File: config.mk
export PLATFORM = sky130hd
export DESIGN_NAME = systolic_feeder_flat
export DESIGN_NICKNAME = d
export VERILOG_FILES = /design/src/rtl/systolic_feeder_if.sv /design/src/rtl/systolic_feeder.sv /design/src/flat_wrapper.sv
export SDC_FILE = /design/constraint.sdc
export NUM_CORES = 1
export LEC_CHECK = 0
export BUFFER_PORTS_ARGS = -buffer_cell sky130_fd_sc_hd__buf_2
export CAP_MARGIN = 30
export CORE_MARGIN = 4
export CORE_UTILIZATION = 28
export DETAILED_ROUTE_END_ITERATION = 10
export GPL_TIMING_DRIVEN = 0
export PLACE_DENSITY = 0.66
export SLEW_MARGIN = 30
export SYNTH_ARGS = -nofsm -noshare
export SYNTH_HDL_FRONTEND = slang
export SYNTH_SLANG_ARGS = --single-unit
File: constraint.sdc
create_clock -name clk -period 2.4 [get_ports clk]
set_clock_uncertainty 0.05 [all_clocks]
set_input_delay 0.24 -clock clk [delete_from_list [all_inputs] [get_ports clk]]
set_output_delay 0.24 -clock clk [all_outputs]
set_load 0.05 [all_outputs]
File: src/rtl/systolic_feeder_if.sv
// -----------------------------------------------------------------------------
// systolic_feeder_if
// Bundles the feeder's control handshake, memory read port and array feed bus.
//   start           : request one feed pass (environment -> feeder)
//   busy, done      : pass in progress / one-cycle completion pulse
//   mem_read_enable : per-column read enables towards the operand memory
//   mem_read_elem   : 2-bit element index per column, column i at [2i+1:2i]
//   mem_data        : combinational read data from the memory, lane i at
//                     [DATA_WIDTH*(i+1)-1 : DATA_WIDTH*i]
//   feed_valid      : per-lane qualifier for feed_data
//   feed_data       : registered operand lanes presented to the systolic array
// Modport master is the feeder itself; slave is the surrounding system
// (memory plus whoever issues start and consumes the feed).
// -----------------------------------------------------------------------------
interface systolic_feeder_if #(
  parameter int DATA_WIDTH = 8
);
  logic                      start;
  logic                      busy;
  logic                      done;
  logic [3:0]                mem_read_enable;
  logic [7:0]                mem_read_elem;
  logic [4*DATA_WIDTH-1:0]   mem_data;
  logic [3:0]                feed_valid;
  logic [4*DATA_WIDTH-1:0]   feed_data;

  modport master (
    input  start,
    input  mem_data,
    output busy,
    output done,
    output mem_read_enable,
    output mem_read_elem,
    output feed_valid,
    output feed_data
  );

  modport slave (
    output start,
    output mem_data,
    input  busy,
    input  done,
    input  mem_read_enable,
    input  mem_read_elem,
    input  feed_valid,
    input  feed_data
  );
endinterface

File: src/rtl/systolic_feeder.sv
// -----------------------------------------------------------------------------
// systolic_feeder
// Read sequencer between the 4x4 operand memory and the 4x4 systolic array.
// A start pulse in IDLE launches one pass: the four memory columns are read
// with a one-cycle diagonal skew per lane, the returned words are registered
// and presented to the array with per-lane valid flags, then done pulses.
// Ports:
//   clk : single clock, rising edge
//   rst : asynchronous, active-high reset
//   bus : systolic_feeder_if.master (start/busy/done, memory read port,
//         array feed bus)
// -----------------------------------------------------------------------------
module systolic_feeder #(
  parameter int DATA_WIDTH = 8
) (
  input  logic                      clk,
  input  logic                      rst,
  systolic_feeder_if.master         bus
);

  typedef enum logic [1:0] {
    IDLE  = 2'd0,
    FEED  = 2'd1,
    DRAIN = 2'd2
  } state_t;

  state_t                    state_q;
  logic [2:0]                s_q;
  logic                      done_q;
  logic [3:0]                feed_valid_q;
  logic [4*DATA_WIDTH-1:0]   feed_data_q;

  logic [3:0]                rd_en;
  logic [7:0]                rd_elem;

  // Skewed read address: lane i is live for steps i..i+3 and reads element s-i.
  always_comb begin
    rd_en   = 4'b0000;
    rd_elem = 8'h00;
    for (int i = 0; i < 4; i++) begin
      if ((state_q == FEED) && (s_q >= 3'(i)) && (s_q <= 3'(i + 3))) begin
        rd_en[i]         = 1'b1;
        rd_elem[2*i +: 2] = 2'(s_q - 3'(i));
      end else begin
        rd_en[i]         = 1'b0;
        rd_elem[2*i +: 2] = 2'b00;
      end
    end
  end

  // Pass sequencing plus one-cycle capture of the memory read data.
  always_ff @(posedge clk or posedge rst) begin
    if (rst) begin
      state_q      <= IDLE;
      s_q          <= 3'd0;
      done_q       <= 1'b0;
      feed_valid_q <= 4'b0000;
      feed_data_q  <= {(4*DATA_WIDTH){1'b0}};
    end else begin
      feed_valid_q <= rd_en;
      // The memory already zeroes disabled columns; mask again so a
      // misbehaving or shared read bus can never leak into an idle lane.
      for (int i = 0; i < 4; i++) begin
        if (rd_en[i]) begin
          feed_data_q[DATA_WIDTH*i +: DATA_WIDTH] <= bus.mem_data[DATA_WIDTH*i +: DATA_WIDTH];
        end else begin
          feed_data_q[DATA_WIDTH*i +: DATA_WIDTH] <= {DATA_WIDTH{1'b0}};
        end
      end

      done_q <= 1'b0;
      case (state_q)
        IDLE: begin
          if (bus.start) begin
            state_q <= FEED;
            s_q     <= 3'd0;
          end else begin
            state_q <= IDLE;
          end
        end
        FEED: begin
          if (s_q == 3'd6) begin
            state_q <= DRAIN;
          end else begin
            s_q <= s_q + 3'd1;
          end
        end
        DRAIN: begin
          // Last lane's final word is being presented now; done follows.
          state_q <= IDLE;
          s_q     <= 3'd0;
          done_q  <= 1'b1;
        end
        default: begin
          state_q <= IDLE;
          s_q     <= 3'd0;
        end
      endcase
    end
  end

  assign bus.busy            = (state_q != IDLE);
  assign bus.done            = done_q;
  assign bus.mem_read_enable = rd_en;
  assign bus.mem_read_elem   = rd_elem;
  assign bus.feed_valid      = feed_valid_q;
  assign bus.feed_data       = feed_data_q;

endmodule

File: src/flat_wrapper.sv
// flat-port wrapper written by rule: the top's interface ports become plain ports
module systolic_feeder_flat 
#(
  parameter int DATA_WIDTH = 8
)
  (clk, rst, bus_start, bus_mem_data, bus_busy, bus_done, bus_mem_read_enable, bus_mem_read_elem, bus_feed_valid, bus_feed_data);
  systolic_feeder_if #(.DATA_WIDTH(DATA_WIDTH)) bus_i ();
  input  logic clk;
  input  logic rst;
  input wire logic [$bits(bus_i.start)-1:0] bus_start;
  input wire logic [$bits(bus_i.mem_data)-1:0] bus_mem_data;
  output wire logic [$bits(bus_i.busy)-1:0] bus_busy;
  output wire logic [$bits(bus_i.done)-1:0] bus_done;
  output wire logic [$bits(bus_i.mem_read_enable)-1:0] bus_mem_read_enable;
  output wire logic [$bits(bus_i.mem_read_elem)-1:0] bus_mem_read_elem;
  output wire logic [$bits(bus_i.feed_valid)-1:0] bus_feed_valid;
  output wire logic [$bits(bus_i.feed_data)-1:0] bus_feed_data;
  assign bus_i.start = bus_start;
  assign bus_i.mem_data = bus_mem_data;
  assign bus_busy = bus_i.busy;
  assign bus_done = bus_i.done;
  assign bus_mem_read_enable = bus_i.mem_read_enable;
  assign bus_mem_read_elem = bus_i.mem_read_elem;
  assign bus_feed_valid = bus_i.feed_valid;
  assign bus_feed_data = bus_i.feed_data;
  systolic_feeder #(.DATA_WIDTH(DATA_WIDTH)) u_core (.clk(clk), .rst(rst), .bus(bus_i));
endmodule
# Yosys cells after proc, flatten, opt, wreduce, memory -nomap -nowiden
# Index checks and enable logic that the tools add are counted.
# Widths: inputs -> output; s select.
[totals]
out_inout_bits = 50
ff_bits = 42
wordCells = 53
input_bits = 35
[classes]
n_reduce_logical = 11
mux = 19
n_eq_ne = 6
magnitude_cmp = 8
n_addsub = 4
[op_table]
columns = ["cell", "count"]
rows = [
  ["$mux 8", 4],
  ["$mux 2", 5],
  ["$le 3x3->1 const B", 3],
  ["$logic_and 1x1->1", 8],
  ["$ge 3x1->1 const B", 2],
  ["$ge 3x2->1 const B", 2],
  ["$mux 1", 6],
  ["$mux 3", 2],
  ["$ne 2x2->1 const B", 3],
  ["$pmux 3 s2", 1],
  ["$pmux 2 s2", 1],
  ["$sub 2x2->2 const B", 2],
  ["$add 3x1->3 const B", 1],
  ["$eq 3x3->1 const B", 1],
  ["$le 3x2->1 const B", 1],
  ["$eq 2x1->1 const B", 1],
  ["$eq 2x2->1 const B", 1],
  ["$logic_not 2->1", 1],
  ["$reduce_and 2->1", 1],
  ["$reduce_bool 2->1", 1],
  ["$sub 2x1->2 const B", 1],
]

# Longest topological paths before layout
# Gate-level depths: netlist of the first run.
[logic_depth]
depth_word = 5
mapped_depth = 7
depth_no_buf = 5

# Worst setup path before layout of the first run
# No wires, ideal clock.
[synth_timing]
path_kind = "flip-flop to output port"
start = "register u_core.s_q[0]"
end = "output port bus_mem_read_elem[3]"
path_stages_with_launch = 5
n_path_buf = 1
arrival_time_ps = 2492
t_required_ps = 2110
path_slack_ps = -382
cell_sequence = "dfrtp_1 -> buf_6 -> inv_1 -> ha_1 -> nor4_1"
[synth_via]
elab_chain_cells = 4
word_cells_on_any_way = 6
classes_between = "add/sub (1); order compare (2); mux (1); reduce/logical (2)"
[synth_lines]
columns = ["element", "line", "rtl"]
rows = [
  ["from (decl)", "systolic_feeder.sv:28", "logic [2:0] s_q;"],
  ["from (signal assigned)", "systolic_feeder.sv:85", "s_q <= s_q + 3'd1;"],
  ["$ge 3x1->1", "systolic_feeder.sv:41", "if ((state_q == FEED) && (s_q >= 3'(i)) && (s_q <= 3'(i + 3))) begin"],
  ["$logic_and 1x1->1 (2 in series)", "systolic_feeder.sv:41", ""],
  ["$mux 2 *", "systolic_feeder.sv:41", ""],
  ["to (decl)", "flat_wrapper.sv:15", "output wire logic [$bits(bus_i.mem_read_elem)-1:0] bus_mem_read_elem;"],
]
# Every way passes the cells marked *; elsewhere a longest branch is shown, timed or not.

# Final worst setup path of the first run
[layout_timing]
start = "register u_core.s_q[2]"
end = "output port bus_mem_read_elem[0]"
[layout_via]
elab_chain_cells = 4
word_cells_on_any_way = 5
classes_between = "order compare (2); mux (1); reduce/logical (2)"
[layout_lines]
columns = ["element", "line"]
rows = [
  ["$ge 3x1->1", "systolic_feeder.sv:41"],
  ["$logic_and 1x1->1", "systolic_feeder.sv:41"],
  ["$logic_and 1x1->1 *", "systolic_feeder.sv:41"],
  ["$mux 2 *", "systolic_feeder.sv:41"],
]
# Marked as above.

==> results of run 1 <==
==> logic make-up after synthesis <==
group	share of synthesized area, %
flops	64.1
fa+ha+maj	3.05
buf+inv	5.19
compound gates	6.64
simple gates	21.0
==> stage by stage <==
stage	hold slack (ns)	TNS [ns]	utilization, %	cell area [um2]	std cells
6_report	0.102	0	41.6	2330	292
5_1_grt	0.0890	-0.00244	41.6	2330	292
4_1_cts	0.0893	0	41.0	2300	291
3_5_place_dp	0.192	0	38.9	2180	280
3_3_place_gp	0.396	0	38.6	2160	279
2_1_floorplan	0.319	0	-	1650	123
==> final cells by class <==
class | count | area [um2] | area share, %
flip-flops and latches | 42 | 1050 | 45.1
multi-input cells | 69 | 533 | 22.8
plain buffers | 6 | 62.6 | 2.68
repair buffers | 89 | 482 | 20.6
inverters | 6 | 22.5 | 0.965
clock inverters | 1 | 5.00 | 0.214
well taps | 72 | 90.1 | 3.86
clock buffers | 7 | 86.3 | 3.70
==> timing repair <==
action	CTS	global route
hold buffers	1	0
gates resized for setup	1	6
endpoints found under the setup margin	1	5
endpoints found under the hold margin	16	0
pin swaps	0	2
setup buffers	2	1
==> worst max-delay path by stage <==
stage          slack, ns                    to                 startpoint  cells past startpoint
5_1_grt           -0.001  bus_mem_read_elem[0]  u_core.s_q[2]$_DFFE_PP0P_                      8
3_5_place_dp        0.26  bus_mem_read_elem[4]  u_core.s_q[1]$_DFFE_PP0P_                      8
6_report            0.16  bus_mem_read_elem[0]  u_core.s_q[2]$_DFFE_PP0P_                      8
2_1_floorplan       0.11  bus_mem_read_elem[7]  u_core.s_q[2]$_DFFE_PP0P_                      6
3_3_place_gp        0.28  bus_mem_read_elem[4]  u_core.s_q[1]$_DFFE_PP0P_                      8
4_1_cts            0.004  bus_mem_read_elem[7]  u_core.s_q[2]$_DFFE_PP0P_                      7
==> Yosys cell counts <==
master and n:
sky130_fd_sc_hd__a211oi_1 3, sky130_fd_sc_hd__a211oi_2 1, sky130_fd_sc_hd__a21o_1 1, sky130_fd_sc_hd__a21oi_1 2, sky130_fd_sc_hd__a311o_1 2, sky130_fd_sc_hd__a311oi_4 1
sky130_fd_sc_hd__and2_1 37, sky130_fd_sc_hd__and3_2 1, sky130_fd_sc_hd__buf_2 1, sky130_fd_sc_hd__buf_4 1, sky130_fd_sc_hd__buf_6 2, sky130_fd_sc_hd__clkbuf_8 2
sky130_fd_sc_hd__dfrtp_1 42, sky130_fd_sc_hd__ha_1 4, sky130_fd_sc_hd__inv_1 6, sky130_fd_sc_hd__nand2_1 2, sky130_fd_sc_hd__nand2b_1 1, sky130_fd_sc_hd__nand3_1 1
sky130_fd_sc_hd__nor2_1 5, sky130_fd_sc_hd__nor2b_1 1, sky130_fd_sc_hd__nor3_1 1, sky130_fd_sc_hd__nor3_4 1, sky130_fd_sc_hd__nor4_1 2, sky130_fd_sc_hd__nor4_4 1
sky130_fd_sc_hd__o21ba_2 1, sky130_fd_sc_hd__or2_2 1
==> state kept, by name (all words and copies together) (netlist names) <==
register               count
u_core.bus.feed_data      32
u_core.bus.feed_valid      4
u_core.s_q                 3
u_core.state_q             2
u_core.bus.done            1
==> routing by layer <==
layer	up-vias	share of wire (%)	track usage [%]
li1	585	-	-
met1	560	41	12.5
met2	48	49	16.9
met3	4	8.7	4.51
met4	0	1.1	3.02
met5	-	0	0
==> results.txt, run 1 <==
----------------------------------------------------
[Routing]
  Vias per inst ... 4.10
  DR vias ... around 1200
  Avg WL per Cell ... 12.4 um
  Count of antenna-violating nets left after detailed routing ... 0
  Number of iterations in the first detailed-routing pass ... 3
  DRC violations left ... 0
  Starting DRC count in detailed routing ... 37
  Drt total wl ... 3620 um

[Hold path]
  Hold worst-path end ... u_core.bus.feed_data[5]$_DFF_PP0_
  Hold path startpoint ... bus_mem_data[5]
  Worst Hold Class ... in2reg
  Instance count along the most critical hold path ... 2

[Final layout]
  Most common library cell in the layout ignoring fill and taps ... sky130_fd_sc_hd__buf_2
  Area growth, synth to finish ... 42.4%
  Commonest cells after routing, fill and taps aside ... 83 x sky130_fd_sc_hd__buf_2, 41 x sky130_fd_sc_hd__dfrtp_1, 37 x sky130_fd_sc_hd__and2_1
  Antenna Cells ... 0
  Layout filler cell count ... 585
  Final-stage net count ... approximately 260
  Ratio of cells with drive above 1 in the final layout ... 51.8%

[Worst setup path]
  Element type at the critical path start ... flop
  Sort of element at the end of the critical path ... output pin
  Arrival time at the worst endpoint ... 1.95 ns
  Critical Path, Cell by Cell ... clkbuf_8, inv_1, ha_1, inv_1, a21oi_1, buf_2, and2_1, buf_2
  Required time reported for the critical path endpoint ... 2.11 ns
  Slack of the worst reg-to-reg path ... 0.64 ns
  Largest stage delay on the critical path ... 0.37 ns
  Combined buffer and inverter count along the critical path ... 5
  Critical R2R Launch ... u_core.s_q[0]$_DFFE_PP0P_
  Kind of cell adding the most delay to the critical path ... buffers and inverters
  Reg-to-reg critical path endpoint ... u_core.s_q[1]$_DFFE_PP0P_
  Highest-delay cell along the critical path ... sky130_fd_sc_hd__dfrtp_1
  Cells on worst reg2reg path ... 5
  Kind of critical path ... reg2out
  Crit-path max FO ... 11

[Floorplan]
  FP Rows ... 27
  Initial cell density of the core ... 29.2%
  Die span in y ... 84.5 um
  Core Box Area ... 5610 um2
  Die width ... 84.5 um
  Total Die Area ... 7140 um2
  Top-Level Pins ... 85

[Timing]
  Final max-slew violation count ... 0
  Transition time at the pin with the least slew margin ... 0.394 ns
  Final-report setup violation count ... 0
  Achievable frequency ... roughly 450 MHz
  Fraction of the cycle the final worst path needs ... 93.4%
  Final worst-path setup slack ... 0.157 ns
  Minimum clock period ... 2.24 ns
  Max-slew headroom at the worst pin ... 73.7%
  Hold Violations, Final ... 0

[Clock tree]
  TritonCTS clock tree ... yes
  Insertion delay of the later-clocked pin in the worst-skew pair ... about 0.29 ns
  Num Clock Sinks ... 42
  Number of clock buffers inserted by TritonCTS ... 5
  Clock-pin transition on the worst setup and hold timing paths ... around 0.070 ns
  Number of levels in the clock H-tree ... 2
  Longest Clk Path Bufs ... 2
  Clock tree root driver cell ... sky130_fd_sc_hd__clkbuf_8

[Synthesis]
  Yosys warning total ... 0
  Synthesized area per cell ... 13.3 um2
  Synthesized flop and latch total ... 42
  Post-Syn Area ... 1640 um2
  Sequential-to-total area share from yosys stat ... between 60% and 70%
  Portion of synthesized cell area occupied by the leading cell type ... approximately 64%
  Library cell occupying the most area in the post-synthesis netlist ... sky130_fd_sc_hd__dfrtp_1
  Syn Nets ... 162
  Number of instances in the synthesized netlist ... roughly 120
  Cell variety after synth ... 26
  Synth area leaders ... sky130_fd_sc_hd__dfrtp_1 64%, sky130_fd_sc_hd__and2_1 14%, sky130_fd_sc_hd__ha_1 3.1%

[GRT]
  Global-route usage over all layers ... around 10%
  Largest net degree at the start of global routing ... 27
  Vias in the first global route ... 1262
  Global route total overflow ... 0
  Wire length of the first global-routing pass ... 5980 um
  Number of antenna violations at the first check in global routing ... 0

[Run status]
  Result of the run ... finished, final reports clean

[Placement]
  Input/output buffers ... 84
  Global placer's final weighted congestion ... roughly 0.74
  Minimum setup slack after placement ... 0.258 ns
  HPWL after detailed placement ... between 2000 and 3000 um

[Job]
  Number of max-capacitance violations reported ... 0

----------------------------------------------------
Power of run 1 is not shown: default switching activity piles up to over one toggle a cycle in this logic, so the estimate is an artifact.
==> run 2: changes to the inputs <==
--- a/config.mk
+++ b/config.mk
@@ -5,13 +5,13 @@
 export SDC_FILE = /design/constraint.sdc
 export NUM_CORES = 1
 export LEC_CHECK = 0
-export BUFFER_PORTS_ARGS = -buffer_cell sky130_fd_sc_hd__buf_2
 export CAP_MARGIN = 30
 export CORE_MARGIN = 4
 export CORE_UTILIZATION = 28
 export DETAILED_ROUTE_END_ITERATION = 10
+export DONT_BUFFER_PORTS = 1
 export GPL_TIMING_DRIVEN = 0
-export PLACE_DENSITY = 0.66
+export PLACE_DENSITY = 0.53
 export SLEW_MARGIN = 30
 export SYNTH_ARGS = -nofsm -noshare
 export SYNTH_HDL_FRONTEND = slang
==> results.txt, run 2 (synthesis results as in run 1) <==
----------------------------------------------------
[Run status]
  Result of the run ... complete, but fails checks
  Violations in the final reports ... negative setup slack

[Timing]
  Max-slew headroom at the worst pin ... 36.8% (-37 points)
  Fraction of the cycle the final worst path needs ... 101% (+7.4 points)
  Achievable frequency ... 413 MHz (-7.4%)
  Final worst-path setup slack ... -0.0210 ns (-0.178 ns)
  RSZ-0062 raised after global routing ... true
  Hold Violations, Final ... 0 (unchanged)
  Transition time at the pin with the least slew margin ... 0.947 ns (+0.553 ns)
  Final max-slew violation count ... 0 (unchanged)
  Setup TNS ... -0.0356 ns (-0.0356 ns)
  Minimum clock period ... 2.42 ns (+0.178 ns)
  Final-report setup violation count ... 2 (+2)
  Worst hold slack ... 0.0241 ns (-0.0780 ns)

[Worst setup path]
  Required time reported for the critical path endpoint ... 2.11 ns (about the same)
  Sort of element at the end of the critical path ... output pin
  Kind of critical path ... reg2out
  Arrival time at the worst endpoint ... 2.13 ns (+0.18 ns)
  Element type at the critical path start ... flop
  Cells on worst reg2reg path ... 7 (+2)
  Crit-path max FO ... 11 (unchanged)

[Final layout]
  Antenna Cells ... 0 (unchanged)
  Final-stage net count ... 186 (-28%)
  Final core utilization ... 37.7% (-3.9 points)
  Commonest cells after routing, fill and taps aside ... 41 x sky130_fd_sc_hd__dfrtp_1, 33 x sky130_fd_sc_hd__and2_1, 12 x sky130_fd_sc_hd__buf_4
  Ratio of cells with drive above 1 in the final layout ... 35.1% (-17 points)
  Flip-flop count of the largest register, all copies and words added ... 32 (unchanged)
  Most common library cell in the layout ignoring fill and taps ... sky130_fd_sc_hd__dfrtp_1
  Area growth, synth to finish ... 29.1%

[Routing]
  Starting DRC count in detailed routing ... 45 (+22%)
  Drt total wl ... 3670 um (+1.4%)
  Avg WL per Cell ... 16.7 um (+35%)
  DRC violations left ... 0 (unchanged)
  Count of antenna-violating nets left after detailed routing ... 0 (unchanged)
  Number of iterations in the first detailed-routing pass ... 4 (+1)
  Vias per inst ... 4.50 (+9.7%)
  DR vias ... 989 (-17%)

[Clock tree]
  TritonCTS clock tree ... yes
  Clock-pin transition on the worst setup and hold timing paths ... 0.07 ns (about the same)
  Number of clock buffers inserted by TritonCTS ... 5 (unchanged)
  Number of levels in the clock H-tree ... 2 (unchanged)
  Num Clock Sinks ... 42 (unchanged)
  Insertion delay of the later-clocked pin in the worst-skew pair ... 0.29 ns (about the same)
  Clock tree root driver cell ... sky130_fd_sc_hd__clkbuf_8
  Longest Clk Path Bufs ... 2 (unchanged)

[Placement]
  HPWL after detailed placement ... 2480 um (-8.9%)
  Global placer's final weighted congestion ... 0.698 (-6.1%)
  Input/output buffers ... 0 (-100%)

[Hold path]
  Worst Hold Class ... in2reg
  Instance count along the most critical hold path ... 1 (-1)

[Floorplan]
  Total Die Area ... 7140 um2 (unchanged)
  Top-Level Pins ... 85 (unchanged)
  FP Rows ... 27 (unchanged)
  Core Box Area ... 5610 um2 (unchanged)
  Die width ... 84.5 um (unchanged)
  Initial cell density of the core ... 29.2% (unchanged)
  Die span in y ... 84.5 um (unchanged)

[GRT]
  Wire length of the first global-routing pass ... 5180 um (-13%)
  Vias in the first global route ... 990 (-22%)
  Global-route usage over all layers ... 9.47% (-0.93 points)
  Global route total overflow ... 0 (unchanged)
  Number of antenna violations at the first check in global routing ... 0 (unchanged)
  Largest net degree at the start of global routing ... 28 (+3.7%)

[Job]
  Number of max-capacitance violations reported ... 0 (unchanged)

----------------------------------------------------
==> run 2: per-stage QoR <==
step	cell area, um2	setup slack (ns)	cells
after CTS	1970	-0.0982	208
after floorplan	1650	0.106	123
after global routing	2120	-0.130	220
final	2120	-0.0210	220
after detailed placement	1790	-0.0796	196
after global placement	1740	-0.0521	195
==> run 2: critical path, stage by stage (launching register included) <==
cell	delay [ns]
sky130_fd_sc_hd__dfrtp_1	0.42
sky130_fd_sc_hd__clkbuf_8	0.20
sky130_fd_sc_hd__inv_2	0.10
sky130_fd_sc_hd__ha_2	0.21
sky130_fd_sc_hd__o21ba_2	0.18
sky130_fd_sc_hd__a211oi_4	0.25
sky130_fd_sc_hd__buf_6	0.22
sky130_fd_sc_hd__and2_4	0.26
==> run 2: final cells by class <==
cell class / count / area [um2]
flip-flops and latches: 42 / 1050
inverters: 6 / 25.0
multi-input cells: 70 / 621
clock buffers: 7 / 76.3
clock inverters: 1 / 30.0
plain buffers: 6 / 77.6
fillers: 534 / 3490
well taps: 72 / 90.1
repair buffers: 16 / 144
==> run 2: worst paths after layout <==
path / from / end / slack, ns
max: u_core.s_q[1]$_DFFE_PP0P_ / bus_mem_read_elem[4] / -0.02
min: bus_mem_data[3] / u_core.bus.feed_data[3]$_DFF_PP0_ / 0.02
max reg2reg: u_core.s_q[0]$_DFFE_PP0P_ / u_core.bus.feed_data[9]$_DFF_PP0_ / 0.34
min reg2reg: u_core.state_q[1]$_DFFE_PP0P_ / u_core.s_q[0]$_DFFE_PP0P_ / 0.45
max in group asynchronous: rst / u_core.bus.feed_data[2]$_DFF_PP0_ / 1.52
min in group asynchronous: rst / u_core.s_q[1]$_DFFE_PP0P_ / 0.34
==> run 2: layer usage <==
layer / track usage (%) / part of all wire [%]
met5: 0 / 0
met4: 4.75 / 2.0
met3: 5.20 / 11
met2: 15.7 / 54
met1: 9.58 / 33
==> run 2: what timing repair did <==
action,in CTS,in global routing
endpoints found under the hold margin,15,0
gates resized for setup,13,11
hold buffers,1,0
buffers inserted,2,11
pin swaps,3,5
setup endpoints to repair,5,5
cloned,1,1
Power of run 2 is left out for the same reason.
==> run 3: changes to the inputs <==
--- a/config.mk
+++ b/config.mk
@@ -5,6 +5,7 @@
 export SDC_FILE = /design/constraint.sdc
 export NUM_CORES = 1
 export LEC_CHECK = 0
+export ABC_AREA = 1
 export CAP_MARGIN = 30
 export CORE_MARGIN = 4
 export CORE_UTILIZATION = 28
@@ -12,6 +13,7 @@
 export DONT_BUFFER_PORTS = 1
 export GPL_TIMING_DRIVEN = 0
 export PLACE_DENSITY = 0.53
+export SKIP_LAST_GASP = 1
 export SLEW_MARGIN = 30
 export SYNTH_ARGS = -nofsm -noshare
 export SYNTH_HDL_FRONTEND = slang
==> results.txt, run 3 <==
----------------------------------------------------
[Synthesis]
  Async SR Flop Fraction ... 100% (unchanged)
  Most frequently used cell type in the post-synthesis netlist ... sky130_fd_sc_hd__inv_1
  Synthesized area per cell ... 9.66 um2 (-28%)
  Library cell occupying the most area in the post-synthesis netlist ... sky130_fd_sc_hd__dfrtp_1
  Sequential-to-total area share from yosys stat ... 62.9% (-1.2 points)
  Portion of synthesized cell area occupied by the leading cell type ... 62.9% (-1.2 points)
  Commonest cells in the netlist ... 44 x sky130_fd_sc_hd__inv_1, 42 x sky130_fd_sc_hd__dfrtp_1, 37 x sky130_fd_sc_hd__nor2_1, 11 x sky130_fd_sc_hd__nand2_1, 9 x sky130_fd_sc_hd__nor2_2
  Count of flip-flops with a built-in enable after synthesis ... 0 (unchanged)
  Yosys warning total ... 0 (unchanged)
  Predominant post-synthesis flop cell ... sky130_fd_sc_hd__dfrtp_1
  Syn Nets ... 212 (+31%)
  Synth area leaders ... sky130_fd_sc_hd__dfrtp_1 63%, sky130_fd_sc_hd__inv_1 9.9%, sky130_fd_sc_hd__nor2_1 8.3%
  Cell variety after synth ... 17 (-35%)
  Synthesized flop and latch total ... 42 (unchanged)
  Post-Syn Area ... 1670 um2 (+1.9%)
  Number of instances in the synthesized netlist ... 173 (+41%)

[Routing]
  Number of iterations in the first detailed-routing pass ... 4 (unchanged)
  Starting DRC count in detailed routing ... 29 (-36%)
  Count of antenna-violating nets left after detailed routing ... 0 (unchanged)
  Vias per inst ... 4.06 (-9.6%)
  Avg WL per Cell ... 13.1 um (-22%)
  DR vias ... 1146 (+16%)
  DRC violations left ... 0 (unchanged)
  Drt total wl ... 3680 um (+0.38%)

[Clock tree]
  Number of clock buffers inserted by TritonCTS ... 5 (unchanged)
  Num Clock Sinks ... 42 (unchanged)
  Clock tree root driver cell ... sky130_fd_sc_hd__clkbuf_8
  Clock-pin transition on the worst setup and hold timing paths ... 0.08 ns (about the same)
  TritonCTS clock tree ... yes
  Number of levels in the clock H-tree ... 2 (unchanged)
  Longest Clk Path Bufs ... 2 (unchanged)
  Insertion delay of the later-clocked pin in the worst-skew pair ... 0.29 ns (about the same)

[Worst setup path]
  Largest stage delay on the critical path ... 0.69 ns (+0.27 ns)
  Required time reported for the critical path endpoint ... 2.11 ns (about the same)
  Crit-path max FO ... 8 (-3)
  Sort of element at the end of the critical path ... output pin
  Highest-delay cell along the critical path ... sky130_fd_sc_hd__nor2_1
  Element type at the critical path start ... flop
  Arrival time at the worst endpoint ... 1.97 ns (-0.16 ns)
  Top cell by count, worst path ... sky130_fd_sc_hd__ha_1
  Critical Path, Cell by Cell ... ha_1, ha_1, o21bai_2, nor2_1
  Kind of critical path ... reg2out

[Hold path]
  Worst Hold Class ... in2reg

[Timing]
  Minimum clock period ... 2.26 ns (-0.165 ns)
  Transition time at the pin with the least slew margin ... 0.911 ns (-0.0361 ns)
  RSZ-0062 raised after global routing ... false
  Max-slew headroom at the worst pin ... 39.1% (+2.3 points)
  Hold Violations, Final ... 0 (unchanged)
  Setup TNS ... 0 ns (+0.0356 ns)
  Fraction of the cycle the final worst path needs ... 94.0% (-6.9 points)
  Achievable frequency ... 443 MHz (+7.3%)
  Final worst-path setup slack ... 0.144 ns (+0.165 ns)
  Final-report setup violation count ... 0 (-2)
  Final max-slew violation count ... 0 (unchanged)

[Final layout]
  Final cell area excluding filler cells ... 2170 um2 (+2.8%)
  Layout filler cell count ... 580 (+8.6%)
  Flip-flop count of the largest register, all copies and words added ... 32 (unchanged)
  Antenna Cells ... 0 (unchanged)
  Final-stage net count ... 248 (+33%)
  Most common library cell in the layout ignoring fill and taps ... sky130_fd_sc_hd__inv_1
  Area growth, synth to finish ... 30.2%
  Commonest cells after routing, fill and taps aside ... 43 x sky130_fd_sc_hd__inv_1, 42 x sky130_fd_sc_hd__dfrtp_1, 33 x sky130_fd_sc_hd__nor2_1
  Ratio of cells with drive above 1 in the final layout ... 18.6% (-17 points)

[GRT]
  Wire length of the first global-routing pass ... 5880 um (+13%)
  Number of antenna violations at the first check in global routing ... 0 (unchanged)
  Global-route usage over all layers ... 10.3% (+0.87 points)
  Global route total overflow ... 0 (unchanged)
  Vias in the first global route ... 1219 (+23%)
  Largest net degree at the start of global routing ... 23 (-18%)

[Run status]
  Result of the run ... finished, final reports clean

[Floorplan]
  Die width ... 85.2 um (+0.86%)
  Initial cell density of the core ... 29.6% (+0.38 points)
  Top-Level Pins ... 85 (unchanged)
  Total Die Area ... 7270 um2 (+1.7%)
  FP Rows ... 27 (unchanged)
  Die span in y ... 85.2 um (+0.86%)
  Core Box Area ... 5640 um2 (+0.60%)

[Placement]
  Placed cell areas ... 1790 um2 (-0.21%)
  Input/output buffers ... 0 (unchanged)
  Global placer's final weighted congestion ... 0.761 (+9.1%)
  HPWL after detailed placement ... 2660 um (+7.6%)
  Minimum setup slack after placement ... 0.212 ns (+0.292 ns)

[Job]
  Number of max-capacitance violations reported ... 0 (unchanged)

----------------------------------------------------
[run 3: final timing paths]
check,depth (start not counted),slack (ns),startpoint,end
min,2,0.008,bus_mem_data[0],u_core.bus.feed_data[0]$_DFF_PP0_
min in group asynchronous,2,0.38,rst,u_core.bus.feed_data[24]$_DFF_PP0_
min reg2reg,1,0.43,u_core.state_q[0]$_DFFE_PP0P_,u_core.bus.done$_DFF_PP0_
max in group asynchronous,3,1.45,rst,u_core.s_q[0]$_DFFE_PP0P_
max,4,0.14,u_core.s_q[0]$_DFFE_PP0P_,bus_mem_read_elem[1]
max reg2reg,6,0.57,u_core.s_q[0]$_DFFE_PP0P_,u_core.bus.feed_valid[3]$_DFF_PP0_
[run 3: cells by family after synthesis]
group / synth area share [%]
AO/OA/AOI/OAI: 2.10
adder cells (fa/ha/maj): 3.00
buffers and inverters: 12.8
flip-flops: 62.9
AND/OR/NAND/NOR: 19.2
[run 3: timing repair]
item,CTS,global route
setup endpoints to repair,3,2
endpoints found under the hold margin,45,2
resized for setup,3,2
setup buffers,0,0
hold buffers,26,2
pin swaps,0,0
[run 3: worst max-delay path: cells and delay by family, from the launching register on]
family,cells,cell delay [ns]
adder cells (fa/ha/maj),2,0.38
AND/OR/NAND/NOR,1,0.69
AO/OA/AOI/OAI,1,0.09
flip-flops,1,0.52
[run 3: final cells by class]
type | count | area, um2 | area share (%)
plain buffers | 3 | 30.0 | 1.38
clock buffers | 7 | 86.3 | 3.97
clock inverters | 1 | 5.00 | 0.230
inverters | 49 | 184 | 8.46
multi-input cells | 79 | 420 | 19.3
flip-flops and latches | 42 | 1050 | 48.3
well taps | 72 | 90.1 | 4.14
repair buffers | 29 | 308 | 14.2
[run 3: metal layers]
| metal | global-route usage [%] | vias to the layer above | part of all wire, % |
|---|---|---|---|
| met5 | 0 | - | 0 |
| met4 | 3.45 | 0 | 1.4 |
| met3 | 5.73 | 6 | 12 |
| met2 | 17.6 | 52 | 51 |
| met1 | 10.8 | 529 | 36 |
| li1 | - | 559 | - |
[run 3: metrics by stage]
stage                     hold WS (ns)  instances  utilization, %
after global placement           0.299        245            31.2
after CTS                    0.0000400        280            38.1
after floorplan                  0.296        173               -
after detailed placement         0.136        246            31.7
final                          0.00828        282            38.5
after global routing           0.00741        282            38.5
Power of run 3 is left out for the same reason.
